### src/rtl/drop_scheduler_if.sv
// Timer / game-FSM side signals of the gravity drop scheduler.
interface drop_scheduler_if #(
    parameter int unsigned TOP_WIDTH = 25
);
    logic                 tick_in;
    logic                 pause;
    logic                 soft_drop;
    logic                 lines_valid;
    logic [2:0]           lines_count;
    logic                 drop_ack;
    logic [TOP_WIDTH-1:0] top_out;
    logic                 drop_req;
    logic [3:0]           level;
    logic [9:0]           lines_total;
    logic                 overrun;

    // Scheduler side.
    modport slave (
        input  tick_in, pause, soft_drop, lines_valid, lines_count, drop_ack,
        output top_out, drop_req, level, lines_total, overrun
    );

    // Environment side (timer, game FSM, line-clear logic).
    modport master (
        output tick_in, pause, soft_drop, lines_valid, lines_count, drop_ack,
        input  top_out, drop_req, level, lines_total, overrun
    );
endinterface

### src/rtl/drop_scheduler.sv
// Gravity / drop-rate controller: turns timer ticks into a held drop request,
// counts cleared lines, advances the level and drives the timer period.
module drop_scheduler #(
    parameter int unsigned TOP_WIDTH       = 25,
    parameter int unsigned BASE_TOP        = 12000000,
    parameter int unsigned STEP            = 1000000,
    parameter int unsigned MIN_TOP         = 1500000,
    parameter int unsigned SOFT_TOP        = 1200000,
    parameter int unsigned LINES_PER_LEVEL = 10,
    parameter int unsigned MAX_LEVEL       = 15
) (
    input  logic             clk,
    input  logic             reset,
    input  logic             clear,
    drop_scheduler_if.slave  bus
);

    localparam logic [3:0] LPL4  = 4'(LINES_PER_LEVEL);
    localparam logic [3:0] MAXL4 = 4'(MAX_LEVEL);

    typedef enum logic {
        S_IDLE = 1'b0,
        S_PEND = 1'b1
    } state_t;

    state_t               r_state;
    state_t               w_state_nxt;
    logic                 r_overrun;
    logic                 w_overrun_nxt;
    logic                 w_tick;

    logic [3:0]           r_level;
    logic [3:0]           r_acc;
    logic [9:0]           r_total;
    logic [2:0]           w_n;
    logic [10:0]          w_total_sum;
    logic [3:0]           w_acc_sum;

    logic [31:0]          w_dec;
    logic [31:0]          w_norm;
    logic [31:0]          w_tgt;
    logic [TOP_WIDTH-1:0] r_top;

    assign w_tick = bus.tick_in & ~bus.pause;

    // Drop-request state and sticky overrun flag.
    always_ff @(posedge clk) begin
        if (!reset || clear) begin
            r_state   <= S_IDLE;
            r_overrun <= 1'b0;
        end else begin
            r_state   <= w_state_nxt;
            r_overrun <= w_overrun_nxt;
        end
    end

    // Next request state: a new tick wins over an ack in the same cycle.
    always_comb begin
        w_state_nxt   = r_state;
        w_overrun_nxt = r_overrun;
        case (r_state)
            S_IDLE: begin
                if (w_tick) begin
                    w_state_nxt = S_PEND;
                end
            end
            S_PEND: begin
                if (w_tick) begin
                    w_state_nxt = S_PEND;
                    if (!bus.drop_ack) begin
                        w_overrun_nxt = 1'b1;
                    end
                end else if (bus.drop_ack) begin
                    w_state_nxt = S_IDLE;
                end
            end
            default: w_state_nxt = S_IDLE;
        endcase
    end

    // Clamped line count and the sums it feeds.
    always_comb begin
        w_n         = (bus.lines_count > 3'd4) ? 3'd4 : bus.lines_count;
        w_total_sum = {1'b0, r_total} + {8'b0, w_n};
        w_acc_sum   = r_acc + {1'b0, w_n};
    end

    // Line total, level accumulator and level; at most one level per strobe.
    always_ff @(posedge clk) begin
        if (!reset || clear) begin
            r_total <= '0;
            r_acc   <= '0;
            r_level <= '0;
        end else if (bus.lines_valid) begin
            r_total <= (w_total_sum > 11'd1023) ? 10'd1023 : w_total_sum[9:0];
            if (w_acc_sum >= LPL4) begin
                r_acc <= w_acc_sum - LPL4;
                if (r_level < MAXL4) begin
                    r_level <= r_level + 4'd1;
                end
            end else begin
                r_acc <= w_acc_sum;
            end
        end
    end

    // Level-derived period with floor, then the soft-drop ceiling.
    always_comb begin
        w_dec = 32'(r_level) * STEP;
        if (w_dec > BASE_TOP) begin
            w_norm = MIN_TOP;
        end else begin
            w_norm = BASE_TOP - w_dec;
            if (w_norm < MIN_TOP) begin
                w_norm = MIN_TOP;
            end
        end
        w_tgt = (bus.soft_drop && (w_norm > SOFT_TOP)) ? SOFT_TOP : w_norm;
    end

    // Registered period to the timer.
    always_ff @(posedge clk) begin
        if (!reset || clear) begin
            r_top <= TOP_WIDTH'(BASE_TOP);
        end else begin
            r_top <= TOP_WIDTH'(w_tgt);
        end
    end

    assign bus.top_out     = r_top;
    assign bus.drop_req    = (r_state == S_PEND);
    assign bus.level       = r_level;
    assign bus.lines_total = r_total;
    assign bus.overrun     = r_overrun;

endmodule

### src/flat_wrapper.sv
// flat-port wrapper written by rule: the top's interface ports become plain ports
module drop_scheduler_flat 
#(
    parameter int unsigned TOP_WIDTH       = 25,
    parameter int unsigned BASE_TOP        = 12000000,
    parameter int unsigned STEP            = 1000000,
    parameter int unsigned MIN_TOP         = 1500000,
    parameter int unsigned SOFT_TOP        = 1200000,
    parameter int unsigned LINES_PER_LEVEL = 10,
    parameter int unsigned MAX_LEVEL       = 15
)
  (clk, reset, clear, bus_tick_in, bus_pause, bus_soft_drop, bus_lines_valid, bus_lines_count, bus_drop_ack, bus_top_out, bus_drop_req, bus_level, bus_lines_total, bus_overrun);
  drop_scheduler_if #(.TOP_WIDTH(TOP_WIDTH)) bus_i ();
  input  logic clk;
  input  logic reset;
  input  logic clear;
  input wire logic [$bits(bus_i.tick_in)-1:0] bus_tick_in;
  input wire logic [$bits(bus_i.pause)-1:0] bus_pause;
  input wire logic [$bits(bus_i.soft_drop)-1:0] bus_soft_drop;
  input wire logic [$bits(bus_i.lines_valid)-1:0] bus_lines_valid;
  input wire logic [$bits(bus_i.lines_count)-1:0] bus_lines_count;
  input wire logic [$bits(bus_i.drop_ack)-1:0] bus_drop_ack;
  output wire logic [$bits(bus_i.top_out)-1:0] bus_top_out;
  output wire logic [$bits(bus_i.drop_req)-1:0] bus_drop_req;
  output wire logic [$bits(bus_i.level)-1:0] bus_level;
  output wire logic [$bits(bus_i.lines_total)-1:0] bus_lines_total;
  output wire logic [$bits(bus_i.overrun)-1:0] bus_overrun;
  assign bus_i.tick_in = bus_tick_in;
  assign bus_i.pause = bus_pause;
  assign bus_i.soft_drop = bus_soft_drop;
  assign bus_i.lines_valid = bus_lines_valid;
  assign bus_i.lines_count = bus_lines_count;
  assign bus_i.drop_ack = bus_drop_ack;
  assign bus_top_out = bus_i.top_out;
  assign bus_drop_req = bus_i.drop_req;
  assign bus_level = bus_i.level;
  assign bus_lines_total = bus_i.lines_total;
  assign bus_overrun = bus_i.overrun;
  drop_scheduler #(.TOP_WIDTH(TOP_WIDTH), .BASE_TOP(BASE_TOP), .STEP(STEP), .MIN_TOP(MIN_TOP), .SOFT_TOP(SOFT_TOP), .LINES_PER_LEVEL(LINES_PER_LEVEL), .MAX_LEVEL(MAX_LEVEL)) u_core (.clk(clk), .reset(reset), .clear(clear), .bus(bus_i));
endmodule
### config.mk
export PLATFORM = sky130hd
export DESIGN_NAME = drop_scheduler_flat
export DESIGN_NICKNAME = d
export VERILOG_FILES = /design/src/rtl/drop_scheduler_if.sv /design/src/rtl/drop_scheduler.sv /design/src/flat_wrapper.sv
export SDC_FILE = /design/constraint.sdc
export NUM_CORES = 1
export LEC_CHECK = 0
export ABC_AREA = 1
export CAP_MARGIN = 20
export CORE_ASPECT_RATIO = 1.75
export CORE_UTILIZATION = 53
export DETAILED_ROUTE_END_ITERATION = 7
export PLACE_DENSITY_LB_ADDON = 0.1
export SLEW_MARGIN = 40
export SYNTH_ARGS = -nofsm -noshare
export SYNTH_HDL_FRONTEND = slang
export SYNTH_SLANG_ARGS = --single-unit
### constraint.sdc
create_clock -name clk -period 4.4 [get_ports clk]
set_input_delay 0.66 -clock clk [delete_from_list [all_inputs] [get_ports clk]]
set_output_delay 0.66 -clock clk [all_outputs]
set_load 0.02 [all_outputs]
==> impl_metrics.tcl <==
set metrics [dict create \
    maxSlewViolCount 0 \
    critPathArrivalTime_ns 3.85 \
    synth_top_cells_by_area "dfxtp_1 (28%), nand2_1 (12%), ha_1 (11%)" \
    postSynthAreaPerCell_sq_um 7.33 \
    tightest_slew_ns 0.565 \
    ir_drop_mv 0.130 \
    crit_chain "fa_1 -> fa_1 -> ha_1 -> a21oi_2 -> nand2_1 -> nand2_1 -> nand2_2 -> nor2_1 -> nand2_2 -> nand2_2 -> nand2_4 -> nand3_2 -> nor2_2 -> nand2_4 -> nand2_4 -> nor2_4 -> nand2_1" \
    finClkSkew_ns 0.00490 \
    cts-hold-fix-buffers 0 \
    fp.dieH_um 99.3 \
    power_frac_seq_pct 52.4 \
    cpLargestDelayFamily "adder cells" \
    worst-path-buf-inv 0 \
    cts-resized-gates 0 \
    numCtsBuffers 5 \
    ys_ff_latch 40 \
    yosysUniqueCellTypes 38 \
    max_cap_viol_count 0 \
    netlist_top_cells_count "nand2_1 (92), inv_1 (58), dfxtp_1 (40), nand3_1 (33), ha_1 (26)" \
    clockPowerShare_pct 34.6 \
    start_util_pct 54.5 \
    finalNonFillerCells 496 \
    clockBufferDepth 2 \
    wl_um 6400 \
    cts_sinks 40 \
    holdCritPathClass "reg2reg" \
    synth_top_family_by_area "simple AND/OR/NAND/NOR gates" \
    synthesis.area_sq_mm 0.00287 \
    synth_simple_gate_area_share_pct 32.3 \
    gp_congestion 0.859 \
    die-area_sq_mm 0.00572 \
    rows 35 \
    fmax_mhz 273 \
    grt_pass1_vias 2399 \
    drt_pass1_iterations 7 \
    ys_seq_area_share_pct 27.9 \
    routed.top_layer "met4" \
    crit_fanout 14 \
    fillCellCount 475 \
    wl_per_cell_um 12.9 \
    cts_root_buf "clkbuf_8" \
    rsz0062_at_grt "false" \
    synth_top_area_share_pct 27.9 \
    setup_tns_ns 0 \
    cp_slowest_stage_delay_ns 0.68 \
    synth_xor_xnor_area_share_pct 3.67 \
    vias 2595 \
    clk_latency_ns 0.30 \
    yosysMostFrequentCell "nand2_1" \
    p_comb_share_pct 13.1 \
    wl_met3_um 238 \
    dp_hpwl_um 5250 \
    coreArea_sq_mm 0.00526 \
    crit_required_ns 4.59 \
    synth_flop_cell "dfxtp_1" \
    gr-total-overflow 0 \
    yosys.area.top_type "dfxtp_1" \
    p_switching_uw 194 \
    min_period_ns 3.66 \
    cts_tree "done" \
    timing.final.crit_share_pct 83.2 \
    status "finished with violations" \
    violations "design-rule violations" \
    drt_iter0_drc 76 \
    crit_path_start_kind "flip-flop" \
    multi_input_area_sq_mm 0.00180 \
    async_flop_share_pct 0 \
    postCtsSetupBuffers 0 \
    leakage_nw 1.72 \
    synthMuxAreaShare_pct 0 \
    met1_length_um 2250 \
    synth_edf_count 0 \
    slowest_stage "dfxtp_1" \
    power_density_mw_per_mm2 206 \
    drive_above_1_share_pct 10.4 \
    grt_pass1_wl_um 10300 \
    ys_warn_count 0 \
    antenna_found_initial 0 \
    hold_viol 0 \
    post-place-cells 488 \
    grt_max_degree 18 \
    met2WireLength_um 3590 \
    seq_area_sq_um 801 \
    sw_frac_of_total_pct 27.3 \
    syn_to_final_growth_pct 20.4 \
    synth-compound-area-share_pct 9.86 \
    diodes 0 \
    synthAdderAreaFrac_pct 16.2 \
    drcViolationCount 4 \
    timing.hold.ws_ns 0.471 \
    finalSetupViolCount 0 \
    htreeDepth 2 \
    grt_usage_pct 23.6 \
    die_w_um 57.6 \
    crit_path_end_kind "flip-flop" \
    worstSetupPathType "reg2reg" \
    ant_nets 0 \
    port_buffers 46 \
    nNetsFinal 484 \
    vias_per_cell 5.23 \
    r2r_slack_ns 0.74 \
    io_pins 52 \
    p_int_uw 517 \
    netlist_instances 391 \
    slew_headroom_pct 62.3 \
    path_clk_slew_ns 0.08 \
]
==> flip-flops by register name, summed over array words and instances (netlist names) <==
signal	cells
u_core.bus.overrun	1
u_core.bus.level	4
u_core.bus.top_out	20
u_core.bus.lines_total	10
u_core.bus.drop_req	1
u_core.r_acc	4
==> area by class of cell <==
cell class,instances,area share [%]
flip-flops and latches,40,23.2
inverters,61,6.67
clock inverters,3,0.544
repair buffers,47,13.6
well taps,55,1.99
clock buffers,5,1.99
multi-input cells,285,52.0
==> cells in the final DEF (no fill, tap or decap), types with 2 or more instances in the layout <==
cell type	n
nand2_1	92
inv_1	58
clkdlybuf4s50_1	46
dfxtp_1	40
nand3_1	33
ha_1	26
a21oi_1	21
nor2_1	16
o21ai_0	11
nand2_2	10
nand2_4	8
nand4_1	7
xor2_1	7
fa_1	7
a31oi_1	6
o21ai_1	6
xnor2_1	5
conb_1	5
clkbuf_8	5
nor2_2	4
nor3_1	3
clkinv_2	3
inv_2	2
nand3b_1	2
nor3_2	2
nor2_4	2
nand3_2	2
==> path summary, 6_finish.rpt <==
path / cells past startpoint / from / end
worst min-delay path: 2 / u_core.bus.overrun / u_core.bus.overrun
worst max-delay path: 17 / u_core.bus.level[2] / u_core.bus.top_out[8]
worst min register to register: 2 / u_core.bus.overrun / u_core.bus.overrun
worst max register to register: 17 / u_core.bus.level[2] / u_core.bus.top_out[8]
==> stage by stage <==
stage	setup slack, ns	total power [mW]	cell area (sq um)	utilization, %
global route	0.487	0.748	3450	65.7
finish	0.739	0.711	3450	65.7
CTS	0.722	0.721	3450	65.7
detailed placement	0.741	0.473	3360	64.0
global placement	0.825	0.472	3360	64.0
floorplan	0.892	0.444	2880	-
==> power groups by stage <==
stage	combinational (mW)	clock, mW	sequential (mW)
after floorplan	0.0567	0	0.387
after global placement	0.0912	0	0.381
after detailed placement	0.0924	0	0.381
after CTS	0.0936	0.255	0.372
after global routing	0.102	0.273	0.373
final	0.0931	0.246	0.372
==> cell families (layout without fill, tap and decap cells) <==
family / count (synthesis) / in the layout
flops: 40 / 40
buf+inv: 70 / 116
xor+xnor: 12 / 12
fa+ha+maj: 33 / 33
other cells: 1 / 5
simple gates: 185 / 185
compound gates: 50 / 50
==> worst min-delay path, stage by stage, from the launching register on <==
cell     delay [ns]
dfxtp_1        0.33
a31oi_1        0.04
nor2_1         0.07
==> per-layer routing <==
| metal | vias up | global-route usage, % |
|---|---|---|
| met5 | - | 0 |
| met4 | 0 | 14.4 |
| met3 | 25 | 4.03 |
| met2 | 61 | 46.3 |
| met1 | 1166 | 21.2 |
| li1 | 1343 | - |
(Power assumes the default switching activity.)
